**src/rtl/nem_ohmux_pkg.sv**
```systemverilog
// rtl/nem_ohmux_pkg.sv - shared types, helpers and parameter checks for the NEM one-hot mux
package nem_ohmux_pkg;

  typedef enum logic [1:0] {
    IDLE  = 2'd0,
    BREAK = 2'd1,
    MAKE  = 2'd2
  } state_t;

  localparam int MAX_N_IN = 64;

  // Zero or exactly one bit set; callers zero-extend narrower select vectors.
  function automatic logic is_onehot0(input logic [MAX_N_IN-1:0] v);
    return (v & (v - {{(MAX_N_IN-1){1'b0}}, 1'b1})) == '0;
  endfunction

  function automatic bit params_ok(input int n_in, input int width,
                                   input int t_off, input int t_on);
    return (n_in >= 2) && (n_in <= MAX_N_IN) && (width >= 1) &&
           (t_off >= 1) && (t_on >= 1);
  endfunction

endpackage

```
**src/rtl/nem_ohmux_core.sv**
```systemverilog
// rtl/nem_ohmux_core.sv - parametrised AND-OR-INVERT datapath of the one-hot relay mux
module nem_ohmux_core #(
  parameter int N_IN  = 4,
  parameter int WIDTH = 8
) (
  input  logic [N_IN*WIDTH-1:0] din,
  input  logic [N_IN-1:0]       sel_active,
  output logic [WIDTH-1:0]      zn
);

  logic [WIDTH-1:0] acc;

  always_comb begin
    acc = '0;
    for (int i = 0; i < N_IN; i++) begin
      acc = acc | (din[i*WIDTH +: WIDTH] & {WIDTH{sel_active[i]}});
    end
    zn = ~acc;
  end

endmodule

```
**src/rtl/nem_ohmux_seq.sv**
```systemverilog
// rtl/nem_ohmux_seq.sv - break-before-make relay select sequencer around the one-hot inverting mux; optional output hold via NEM_OHMUX_HOLD_EN
module nem_ohmux_seq
  import nem_ohmux_pkg::*;
#(
  parameter int N_IN  = 4,
  parameter int WIDTH = 8,
  parameter int T_OFF = 3,
  parameter int T_ON  = 5
) (
  input  logic                  clk,
  input  logic                  rst,
  input  logic [N_IN-1:0]       sel_req,
  input  logic                  sel_valid,
  output logic                  sel_ready,
  input  logic [N_IN*WIDTH-1:0] din,
  output logic [N_IN-1:0]       sel_active,
  output logic [WIDTH-1:0]      zn,
  output logic                  busy,
  output logic                  err
);

  localparam int T_MAX = (T_OFF > T_ON) ? T_OFF : T_ON;
  localparam int CW    = $clog2(T_MAX + 1);

  if (!params_ok(N_IN, WIDTH, T_OFF, T_ON)) begin : g_bad_params
    $error("nem_ohmux_seq: illegal N_IN/WIDTH/T_OFF/T_ON");
  end

  state_t          state, state_nxt;
  logic [CW-1:0]   cnt, cnt_nxt;
  logic [N_IN-1:0] pending, pending_nxt;
  logic [N_IN-1:0] sel_active_nxt;
  logic            err_nxt;
  logic [WIDTH-1:0] zn_raw;

  nem_ohmux_core #(
    .N_IN  (N_IN),
    .WIDTH (WIDTH)
  ) u_core (
    .din        (din),
    .sel_active (sel_active),
    .zn         (zn_raw)
  );

  always_ff @(posedge clk) begin
    if (rst) begin
      state      <= IDLE;
      cnt        <= '0;
      pending    <= '0;
      sel_active <= '0;
      err        <= 1'b0;
    end else begin
      state      <= state_nxt;
      cnt        <= cnt_nxt;
      pending    <= pending_nxt;
      sel_active <= sel_active_nxt;
      err        <= err_nxt;
    end
  end

  // All relays open for T_OFF cycles before the new one closes, then T_ON to settle.
  always_comb begin
    state_nxt      = state;
    cnt_nxt        = cnt;
    pending_nxt    = pending;
    sel_active_nxt = sel_active;
    err_nxt        = 1'b0;
    case (state)
      IDLE: begin
        if (sel_valid) begin
          if (!is_onehot0(MAX_N_IN'(sel_req))) begin
            err_nxt = 1'b1;
          end else if (sel_req != sel_active) begin
            pending_nxt    = sel_req;
            sel_active_nxt = '0;
            cnt_nxt        = CW'(T_OFF - 1);
            state_nxt      = BREAK;
          end
        end
      end
      BREAK: begin
        if (cnt == '0) begin
          if (pending == '0) begin
            state_nxt = IDLE;
          end else begin
            sel_active_nxt = pending;
            cnt_nxt        = CW'(T_ON - 1);
            state_nxt      = MAKE;
          end
        end else begin
          cnt_nxt = cnt - CW'(1);
        end
      end
      MAKE: begin
        if (cnt == '0) begin
          state_nxt = IDLE;
        end else begin
          cnt_nxt = cnt - CW'(1);
        end
      end
      default: state_nxt = IDLE;
    endcase
  end

`ifdef NEM_OHMUX_HOLD_EN
  logic [WIDTH-1:0] hold;

  always_ff @(posedge clk) begin
    if (rst) begin
      hold <= '1;
    end else if (state == IDLE) begin
      hold <= zn_raw;
    end
  end
`endif

  always_comb begin
    sel_ready = (state == IDLE) && !rst;
    busy      = (state != IDLE);
`ifdef NEM_OHMUX_HOLD_EN
    zn        = (state == IDLE) ? zn_raw : hold;
`else
    zn        = zn_raw;
`endif
  end

endmodule
```
**config.mk**
```make
export PLATFORM = sky130hd
export DESIGN_NAME = nem_ohmux_seq
export DESIGN_NICKNAME = d
export VERILOG_FILES = /design/src/rtl/nem_ohmux_pkg.sv /design/src/rtl/nem_ohmux_core.sv /design/src/rtl/nem_ohmux_seq.sv
export SDC_FILE = /design/constraint.sdc
export NUM_CORES = 1
export LEC_CHECK = 0
export BUFFER_PORTS_ARGS = -buffer_cell sky130_fd_sc_hd__buf_4
export CAP_MARGIN = 10
export CORE_AREA = 2 2 54 56
export DETAILED_ROUTE_END_ITERATION = 6
export DIE_AREA = 0 0 56 58
export MAX_ROUTING_LAYER = met4
export PLACE_DENSITY = 0.76
export SLEW_MARGIN = 15
export SYNTH_ARGS = -nofsm -noshare
export SYNTH_HDL_FRONTEND = slang
export SYNTH_SLANG_ARGS = --single-unit
export TNS_END_PERCENT = 10
```
**constraint.sdc**
```tcl
create_clock -name clk -period 1.6 [get_ports clk]
set_input_delay 0.16 -clock clk [delete_from_list [all_inputs] [get_ports clk]]
set_output_delay 0.16 -clock clk [all_outputs]
set_load 0.01 [all_outputs]
```
; ---- Word-level counts from Yosys, hierarchy flattened
; Index checks and enable logic that the tools add are counted.
[totals]
regBits = 14
inputBits = 39
output_inout_bits = 15
[classes]
addsub = 2
n_eq_ne = 11
n_mux = 21
n_bitwise = 11
n_reduce_logical = 14
[op_table]
columns = op, count
row1 = AND 4 x 64 -> 64 bit, 1
row2 = logical NOT 64 bit, 1
row3 = AND 8 bit, 4
row4 = OR 8 bit, 3
row5 = 2-to-1 mux 4 bit, 5
row6 = 2-to-1 mux 3 bit, 6
row7 = "inequality test 2 bit, second input constant", 7
row8 = 2-to-1 mux 2 bit, 6
row9 = AND reduction 6 bit, 2
row10 = one-hot mux 3 bit (3 select lines), 1
row11 = NOT 8 bit, 1
row12 = one-hot mux 4 bit (2 select lines), 1
row13 = one-hot mux 2 bit (3 select lines), 1
row14 = AND reduction 5 bit, 1
row15 = "subtractor 4 x 1 -> 5 bit, second input constant", 1
row16 = logical NOT 4 bit, 1
row17 = inequality test 4 bit, 1
row18 = AND reduction 4 bit, 1
row19 = nonzero test 2 bit, 2
row20 = logical NOT 3 bit, 1
row21 = "inequality test 3 bit, second input constant", 1
row22 = nonzero test 3 bit, 1
row23 = OR reduction 3 bit, 1
row24 = "subtractor 3 x 1 -> 3 bit, second input constant", 1
row25 = 7 further kinds, 8

; ---- Depth between registers and ports, before layout
; Gate-level depths: netlist of the first run.
[depth]
ltp_word = 6
depth_mapped = 7
depth_no_buf = 7

; ---- Hierarchy
; From an unflattened synthesis of the first run, not the netlist that was laid out.
[hier_totals]
cells_unflattened = 115
area_unflattened_um2 = 1023.5
[modules_own_cells]
columns = module, n_inst, cells_per_inst, area_each_um2
row1 = nem_ohmux_seq, 1, 95, 813.3
row2 = nem_ohmux_core, 1, 20, 210.2

; ---- Worst setup path before layout of the first run
; Ideal clock, no wire load.
[synth_path]
kind = register to register
from = register sel_active[3]
to = register state[1]
t_arrival_ns = 1.681
required_ns = 1.530
slack_ns = -0.151
path_stages_with_launch = 7
path_buffers = 1
period_less_slack_ns = 1.751
path_cell_list = dfxtp_1 > buf_4 > xor2_1 > nor4_1 > o31a_1 > or4b_1 > a21oi_1
[synth_between]
elab_chain_len = 3
[synth_rtl]
columns = item, line
row1 = "start, declared", nem_ohmux_seq.sv:16  ; output logic [N_IN-1:0] sel_active,
row2 = "start signal, assigned", nem_ohmux_seq.sv:56  ; sel_active <= sel_active_nxt;
row3 = inequality test 4 bit, nem_ohmux_seq.sv:73  ; end else if (sel_req != sel_active) begin
row4 = inequality test 2 bit (no line), n/a
row5 = AND reduction 5 bit (no line), n/a
row6 = "end signal, assigned", nem_ohmux_seq.sv:53  ; state <= state_nxt;
row7 = "end, declared", nem_ohmux_seq.sv:29  ; state_t state, state_nxt;
; Every way passes these cells.
; A chain may end at the register's enable or synchronous reset.

; ---- Final worst setup path of the first run
[layout_path]
from = register sel_active[1]
to = register state[1]
; Same word-level chain as after synthesis.

==> metrics.csv, run 1 <==
metric;value;unit
run status;finished, violations left;
violations in the final reports;setup timing;
synth unique cells;29;
total buffers and inverters traversed by the critical path;0;
kind of critical path;reg2reg;
final count of hold timing violations;0;
data required time at the worst endpoint;1830;ps
Worst Hold Slack;104;ps
highest metal layer with signal wires;met4;
Post-synth EDFFs;0;
Async S/R FF share, synth;0;%
number of nets in the final layout;225;
DR vias;1136;
drt first-iter violations;80;
fraction of layout instances using a drive strength above 1;53.1;%
main area contributors after synthesis;sky130_fd_sc_hd__dfxtp_1 28%, sky130_fd_sc_hd__mux2i_1 9.1%, sky130_fd_sc_hd__ha_1 7.6%;
start point of the worst min-delay path;sel_valid;
fin util;61.3;%
M1 WL;1210;microns
clk_skew;3.50;ps
compound-cell area share of the yosys netlist;27.4;%
fraction of power spent switching nets;34.4;%
combinational family with the most area after synthesis;compound AO/OA/AOI/OAI gates;
count of placed standard cells including taps;206;
initial standard-cell utilization of the core;37.0;%
peak per-stage delay on the critical path;550;ps
fraction of the yosys area taken by sequential cells;28.5;%
highest fanout seen on the critical path;3;
Setup TNS;-20.7;ps
CTS sink count;14;
origin of the worst setup path;sel_active[1]$_SDFFE_PP0P_;
routability-driven placement congestion ratio;0.841;
via count of the first global-routing pass;1113;
Flop pwr share;31.5;%
ratio of final minimum period to clock period;101;%
pin slew with the least headroom to its limit;359;ps
buffers from clock root to sink, at most;2;
unrepaired setup endpoints after global routing;yes;
post-synthesis share of cell area spent on xor and xnor gates;3.56;%
PnR worst setup slack;-20.7;ps
post-synthesis share of cell area spent on full adders, half adders and majority gates;7.62;%
CTS tree;built;
kind of start point of the critical path;register;
number of input and output port buffers inserted;53;
achievable frequency;0.617;GHz
internal power contribution;837;uW
data arrival time at the worst-slack endpoint;1850;ps
average wire per standard cell;14.5;microns
area of the multi-input gates;729;sq um
DRT antenna net count;0;
DPL Wire Length;2310;microns
die span in y;58;microns
crit path capture type;register;
# Post-CTS Setup Buffers;0;
Finished Layout Cells;210;
filler cell count;211;
std cell rows;19;
Synth Net Count;158;
max-cap violations;0;
antenna violations before repair;0;
antenna diode count;0;
share of synthesized cell area in and, or, nand and nor gates;17.3;%
ratio of total power to cell area;781;mW/mm^2
H-tree depth;1;
final period demand of the worst path;1620;ps
total of flip-flops plus latches after synthesis;14;
detail-routed via count per cell;5.41;
mean instance size in the synthesized netlist;8.71;sq um
Die Wd;56;microns
first-pass GRT wire length;4810;microns
clock insertion delay at the later pin of the skew report;290;ps
HP Class;in2reg;
area occupied by registers;287;sq um
met2 WL post-DR;1550;microns
clk slew on worst S/H paths;90;ps
cell type group with the largest total delay on the critical path;simple AND/OR/NAND/NOR gates;
RR Startpoint;sel_active[1]$_SDFFE_PP0P_;
final number of setup-violating endpoints;1;
buffer type at the clock tree root;sky130_fd_sc_hd__clkbuf_4;
GRT Util Overall;19.1;%
post-synthesis to final-layout area growth;65.7;%
count of TritonRoute iterations in the first routing pass;4;
Synth Cell Area;985;sq um
largest net degree at the start of global routing;19;
synthesized instance count;113;
most frequently used flop master after synthesis;sky130_fd_sc_hd__dfxtp_1;
Warnings, synthesis;0;
leakage power;0.000747;uW
length of routed met3 wiring;250;microns
Overflow after GRT;0;
Comb pwr share;47.5;%
cell type with the highest aggregate area in the netlist;sky130_fd_sc_hd__dfxtp_1;
cells along the critical path;xor2_1 > nor4_2 > o31a_1 > or4b_4 > a21oi_2;
highest ir drop seen on vdd;0.783;mV
total length of routed wires;3050;microns
max-slew violation count;0;
Die Outline Area;0.00325;sq mm
net load switching power;438;uW
I/O pin count;54;
R2R Setup Slk;-20;ps
Num CTS Buffers;3;
Critical-path top delay cell;sky130_fd_sc_hd__or4b_4;
final routed DRC violation total;0;
clock network fraction of design power;21.0;%
proportion of netlist area held by the largest area contributor;28.5;%
normalized max-slew margin;75.9;%
floorplan core area;0.00266;sq mm
proportion of synthesized area in mux cells;9.15;%
==> power groups by stage <==
stage | registers, uW | logic [uW] | clock network [uW]
2_1_floorplan | 408 | 296 | 0
3_3_place_gp | 406 | 535 | 0
3_5_place_dp | 406 | 558 | 0
4_1_cts | 398 | 570 | 269
5_1_grt | 403 | 654 | 279
6_report | 402 | 605 | 268
==> worst reg2reg max path: stages, from the launching register on <==
cell and delay [ps]:
sky130_fd_sc_hd__dfxtp_2 350, sky130_fd_sc_hd__xor2_1 170, sky130_fd_sc_hd__nor4_2 90, sky130_fd_sc_hd__o31a_1 290, sky130_fd_sc_hd__or4b_4 550, sky130_fd_sc_hd__a21oi_2 120
==> synth_stat cells, drive strengths merged (2+ instances only) <==
cell	instances
dfxtp	14
nor2	12
mux2i	9
a221oi	8
a22o	8
a21oi	6
ha	6
inv	6
nand2b	5
buf	4
nand3b	4
xor2	4
a211oi	3
clkbuf	3
nor3	3
o21ai	3
nor4	2
o21a	2
==> cell type report <==
type | instances | share of cell area (%)
inverter | 6 | 1.38
clock buffer | 4 | 2.22
sequential | 14 | 17.6
multi-input combinational | 86 | 44.7
tap | 31 | 2.38
timing repair buffer | 69 | 31.7
==> metal layers <==
layer | track usage, % | vias to the layer above
met1 | 19.5 | 521
li1 | - | 557
met2 | 35.6 | 51
met4 | 7.14 | 0
met3 | 4.46 | 7
met5 | - | -
==> placed cells by master (no fill, tap or decap), drive strengths merged <==
cell    count
nand2b      5
mux2i       9
inv         6
nand3       1
a21o        1
o21bai      1
dfxtp      14
nor2       12
nor4        2
and3        1
ha          6
a31oi       1
nor3b       1
or4         1
o21ai       3
o21a        2
o21ba       1
clkbuf      4
o31ai       1
xor2        4
nor3        3
buf        69
a22o        8
a221oi      8
o31a        1
a211oi      3
or4b        1
nand3b      4
a21oi       6
==> cell families (layout without fill, tap and decap cells) <==
| group | count (synthesis) | in the layout |
|---|---|---|
| buffers and inverters | 13 | 79 |
| AO/OA/AOI/OAI | 36 | 36 |
| AND/OR/NAND/NOR | 31 | 31 |
| flip-flops | 14 | 14 |
| adder cells (fa/ha/maj) | 6 | 6 |
| multiplexers | 9 | 9 |
| XOR/XNOR | 4 | 4 |
==> sequential cells by signal, indices dropped and copies added (netlist names) <==
signal,cells
pending,4
cnt,3
err,1
sel_active,4
state,2
==> repair_timing <==
item / in CTS / in global routing
hold buffers: 0 / 0
setup endpoints to repair: 10 / 15
pin swaps: 0 / 4
resized for setup: 4 / 13
==> worst paths after layout <==
path	endpoint	cells past startpoint
hold / removal	err$_SDFF_PP0_	2
setup reg to reg	state[1]$_SDFFE_PP0P_	5
setup / recovery	state[1]$_SDFFE_PP0P_	5
hold reg to reg	cnt[0]$_SDFFE_PP0P_	2
==> stage by stage <==
stage	power (uW)	instance area [sq um]	setup WS, ps
final	1270	1630	-20.7
after global routing	1340	1630	-104
after CTS	1240	1560	-47.3
after detailed placement	963	1510	-75.0
after global placement	941	1510	-22.6
after floorplan	703	1010	-90.7
Power figures use the tool's default switching activity.
==> inputs of run 2 (changes only) <==
REMOVE_ABC_BUFFERS = 1   (was unset)
==> metrics.csv, run 2 (synthesis results as in run 1) <==
metric;value;unit
run status;finished, violations left;
violations in the final reports;setup timing;
Die Wd;56;microns
area of the multi-input gates;676;sq um
DR vias;1135;
final routed DRC violation total;0;
Critical-path top delay cell;sky130_fd_sc_hd__or4b_1;
Regs by FF count;pending x4, sel_active x4, cnt x3;
count of placed standard cells including taps;208;
fin area;0.00158;sq mm
area occupied by registers;285;sq um
Die Outline Area;0.00325;sq mm
leakage power;0.000741;uW
PnR worst setup slack;-13.5;ps
Overflow after GRT;0;
HP Class;in2reg;
Finished Layout Cells;211;
crit path capture type;register;
initial standard-cell utilization of the core;37.0;%
final number of setup-violating endpoints;1;
final period demand of the worst path;1610;ps
largest net degree at the start of global routing;19;
floorplan core area;0.00266;sq mm
antenna violations before repair;0;
ratio of total power to cell area;745;mW/mm^2
normalized max-slew margin;80.4;%
max-slew violation count;0;
I/O pin count;54;
std cell rows;19;
peak per-stage delay on the critical path;470;ps
data arrival time at the worst-slack endpoint;1820;ps
H-tree depth;1;
post-synthesis to final-layout area growth;60.2;%
fraction of layout instances using a drive strength above 1;47.8;%
Setup TNS;-13.5;ps
pin slew with the least headroom to its limit;294;ps
CTS sink count;14;
clk_skew;1.37;ps
highest-count cells in the layout ignoring fill and taps;71 x sky130_fd_sc_hd__buf_4, 12 x sky130_fd_sc_hd__nor2_1, 10 x sky130_fd_sc_hd__dfxtp_1, 9 x sky130_fd_sc_hd__mux2i_1, 8 x sky130_fd_sc_hd__a22o_1;
die span in y;58;microns
DPL Wire Length;2270;microns
post-place instance area;0.00152;sq mm
max-cap violations;0;
average wire per standard cell;14.0;microns
CTS tree;built;
clk slew on worst S/H paths;80;ps
kind of start point of the critical path;register;
final count of hold timing violations;0;
# hold bufs at CTS;0;
Num CTS Buffers;3;
detail-routed via count per cell;5.38;
clock insertion delay at the later pin of the skew report;270;ps
DRT antenna net count;0;
buffers from clock root to sink, at most;2;
via count of the first global-routing pass;1025;
fin util;59.3;%
highest fanout seen on the critical path;3;
commonest non-fill, non-tap cell in the layout;sky130_fd_sc_hd__buf_4;
kind of critical path;reg2reg;
highest ir drop seen on vdd;0.651;mV
data required time at the worst endpoint;1800;ps
number of input and output port buffers inserted;53;
number of nets in the final layout;227;
first-pass GRT wire length;4510;microns
unrepaired setup endpoints after global routing;yes;
cells along the critical path;xor2_1 > nor4_1 > buf_4 > o31a_1 > or4b_1 > a21oi_1;
drt first-iter violations;74;
ratio of final minimum period to clock period;101;%
total power after layout;1180;uW
achievable frequency;0.620;GHz
routability-driven placement congestion ratio;0.805;
buffer type at the clock tree root;sky130_fd_sc_hd__clkbuf_4;
total length of routed wires;2950;microns
GRT Util Overall;17.7;%
filler cell count;224;
count of TritonRoute iterations in the first routing pass;4;
antenna diode count;0;
run 2: changes by cell type in the layout (fill, tap and decap cells not counted), moves of 2 or more:
cell / change
sky130_fd_sc_hd__a221oi_2: -2
sky130_fd_sc_hd__nor4_2: -2
sky130_fd_sc_hd__nor4_1: +2
sky130_fd_sc_hd__a221oi_1: +2
sky130_fd_sc_hd__xor2_1: +2
sky130_fd_sc_hd__buf_4: +2
sky130_fd_sc_hd__xor2_2: -2
run 2: worst paths after layout:
kind                              start                    endpoint  slack [ps]  cells after the start
min reg2reg     pending[0]$_SDFFE_PP0P_  sel_active[0]$_SDFFE_PP0P_         510                      2
max          sel_active[0]$_SDFFE_PP0P_       state[1]$_SDFFE_PP0P_         -10                      6
max reg2reg  sel_active[0]$_SDFFE_PP0P_       state[1]$_SDFFE_PP0P_         -10                      6
min                           sel_valid              err$_SDFF_PP0_         120                      2
run 2: report_power, final:
part           internal, uW  switching (uW)
clock network          86.9             100
logic                   311             279
registers               381            18.8
total                   779             397
run 2: area by class of cell:
type / count / share of cell area (%)
timing repair buffer: 71 / 33.8
multi-input combinational: 86 / 42.8
clock buffer: 3 / 1.43
sequential: 14 / 18.1
inverter: 6 / 1.43
tap: 31 / 2.46
run 2: metal layers:
layer | vias up | global-route usage (%) | routed length (microns)
li1 | 559 | - | -
met1 | 519 | 19.3 | 1190
met2 | 53 | 31.3 | 1450
met3 | 4 | 5.36 | 284
met4 | 0 | 5.10 | 17
met5 | - | - | 0
run 2: what timing repair did:
action                                 CTS  global route
gates resized for setup                  4             7
setup endpoints to repair                5            18
pin swaps                                5             1
buffers inserted                         0             0
endpoints found under the hold margin    0             0
run 2: stage by stage:
stage          hold slack (ps)  setup slack [ps]
2_1_floorplan              229              -166
5_1_grt                    106             -93.4
4_1_cts                    115             -18.8
3_3_place_gp               398             -36.5
6_report                   124             -13.5
3_5_place_dp               402              -106
run 2: critical path, delay by kind of cell (launching register included):
family	cells	cell delay, ps
simple gates	2	550
compound gates	2	380
flops	1	340
xor+xnor	1	140
buf+inv	1	140
==> inputs of run 3 (changes only) <==
--- a/config.mk
+++ b/config.mk
@@ -12,3 +12,2 @@
 export DIE_AREA = 0 0 56 58
-export MAX_ROUTING_LAYER = met4
 export PLACE_DENSITY = 0.76
==> constraint.sdc (replaced) <==
create_clock -name clk -period 1.6 [get_ports clk]
set_input_delay 0.24 -clock clk [delete_from_list [all_inputs] [get_ports clk]]
set_output_delay 0.24 -clock clk [all_outputs]
set_load 0.01 [all_outputs]
==> metrics.csv, run 3 (synthesis results as in run 1) <==
metric;value;unit
run status;finished, violations left;
violations in the final reports;setup timing;
number of cells on the worst reg-to-reg path;7;
Overflow after GRT;0;
die span in y;58;microns
highest ir drop seen on vdd;0.570;mV
detail-routed via count per cell;5.32;
GRT Max-Usage Layer;met2;
highest-count cells in the layout ignoring fill and taps;67 x sky130_fd_sc_hd__buf_4, 11 x sky130_fd_sc_hd__nor2_1, 9 x sky130_fd_sc_hd__mux2i_1, 9 x sky130_fd_sc_hd__dfxtp_1;
clk_skew;1.36;ps
kind of critical path;reg2out;
Comb pwr share;48.1;%
initial standard-cell utilization of the core;37.0;%
drt first-iter violations;33;
number of cells traversed by the worst hold path;2;
ratio of total power to cell area;745;mW/mm^2
I/O pin count;54;
DPL Wire Length;2150;microns
routability-driven placement congestion ratio;0.839;
crit path capture type;output pin;
clock network fraction of design power;20.6;%
final count of hold timing violations;0;
count of TritonRoute iterations in the first routing pass;4;
max-cap violations;0;
buffer type at the clock tree root;sky130_fd_sc_hd__clkbuf_4;
total length of routed wires;2930;microns
internal power contribution;846;uW
GRT Util Overall;18.4;%
unrepaired setup endpoints after global routing;yes;
buffers from clock root to sink, at most;2;
leakage power;0.000768;uW
number of nets in the final layout;227;
Setup TNS;-137;ps
post-synthesis to final-layout area growth;73.4;%
final number of setup-violating endpoints;9;
data required time at the worst endpoint;1360;ps
CTS sink count;14;
data arrival time at the worst-slack endpoint;1410;ps
via count of the first global-routing pass;1067;
achievable frequency;0.605;GHz
Regs by FF count;pending x4, sel_active x4, cnt x3;
met2 Usage GRT;32.3;%
Flop pwr share;31.3;%
clock insertion delay at the later pin of the skew report;280;ps
kind of start point of the critical path;register;
met1 global-route usage;21.5;%
final period demand of the worst path;1650;ps
ratio of final minimum period to clock period;103;%
fraction of power spent switching nets;33.5;%
pin slew with the least headroom to its limit;315;ps
HP Class;in2reg;
fraction of layout instances using a drive strength above 1;55.2;%
net load switching power;425;uW
antenna violations before repair;0;
max-slew violation count;0;
first-pass GRT wire length;4760;microns
clk slew on worst S/H paths;90;ps
largest net degree at the start of global routing;19;
std cell rows;19;
floorplan core area;0.00266;sq mm
DRT antenna net count;0;
CTS tree;built;
fin util;64.1;%
Die Outline Area;0.00325;sq mm
PnR worst setup slack;-54.3;ps
met3 track demand over resource in global routing;6.03;%
Num CTS Buffers;3;
H-tree depth;1;
commonest non-fill, non-tap cell in the layout;sky130_fd_sc_hd__buf_4;
R2R Setup Slk;-20;ps
number of input and output port buffers inserted;53;
DR vias;1128;
final routed DRC violation total;0;
Die Wd;56;microns
normalized max-slew margin;78.8;%
highest fanout seen on the critical path;10;
average wire per standard cell;13.8;microns
antenna diode count;0;
run 3: cell types whose count changed in the layout (fill, tap and decap cells not counted), moves of 2 or more:
cell | previous run | this run
sky130_fd_sc_hd__dfxtp_4 | 0 | 2
sky130_fd_sc_hd__a221oi_2 | 4 | 8
sky130_fd_sc_hd__a221oi_1 | 4 | 0
sky130_fd_sc_hd__xor2_1 | 4 | 0
sky130_fd_sc_hd__buf_6 | 0 | 4
sky130_fd_sc_hd__buf_4 | 71 | 67
sky130_fd_sc_hd__inv_2 | 0 | 2
sky130_fd_sc_hd__inv_1 | 6 | 4
sky130_fd_sc_hd__xor2_4 | 0 | 2
sky130_fd_sc_hd__xor2_2 | 0 | 2
run 3: final cells by class:
class                      count  area (sq um)
clock buffer                   4          36.3
sequential                    14           292
multi-input combinational     86           771
inverter                       6          22.5
tap                           31          38.8
timing repair buffer          71           548
fill                         211           955
run 3: metrics by stage:
stage	cells	hold slack, ps	area, sq um	setup slack (ps)	total power (uW)
2_1_floorplan	106	309	943	-166	696
3_3_place_gp	207	481	1510	-98.3	954
3_5_place_dp	207	480	1510	-182	970
4_1_cts	211	183	1640	-32.8	1250
5_1_grt	212	177	1710	-120	1350
6_report	212	187	1710	-54.3	1270
run 3: worst max-delay path, stage by stage (launching register included):
cell and delay [ps]:
sky130_fd_sc_hd__dfxtp_4 380, sky130_fd_sc_hd__buf_6 140, sky130_fd_sc_hd__a22o_1 220, sky130_fd_sc_hd__a221oi_2 220, sky130_fd_sc_hd__buf_4 170
run 3: timing repair:
item	CTS	global route
pin swaps	9	4
setup endpoints to repair	14	22
gates resized for setup	18	16
hold buffers	0	0
buffers inserted	1	1
endpoints found under the hold margin	0	0
run 3: path summary, 6_finish.rpt:
| check | startpoint | endpoint |
|---|---|---|
| setup / recovery | sel_active[0]$_SDFFE_PP0P_ | zn[5] |
| hold reg to reg | cnt[0]$_SDFFE_PP0P_ | cnt[0]$_SDFFE_PP0P_ |
| hold / removal | sel_valid | err$_SDFF_PP0_ |
| setup reg to reg | sel_active[1]$_SDFFE_PP0P_ | sel_active[0]$_SDFFE_PP0P_ |
run 3: power groups by stage:
| stage | sequential [uW] | combinational [uW] | clock [uW] |
|---|---|---|---|
| finish | 399 | 612 | 261 |
| global route | 402 | 663 | 289 |
| CTS | 400 | 589 | 265 |
| detailed placement | 407 | 563 | 0 |
| global placement | 406 | 547 | 0 |
| floorplan | 409 | 287 | 0 |
run 3: layer usage:
| layer | share of wire (%) | up-vias |
|---|---|---|
| met1 | 38 | 510 |
| met4 | 1.1 | 0 |
| li1 | - | 560 |
| met2 | 50 | 54 |
| met5 | 0 | - |
| met3 | 11 | 4 |
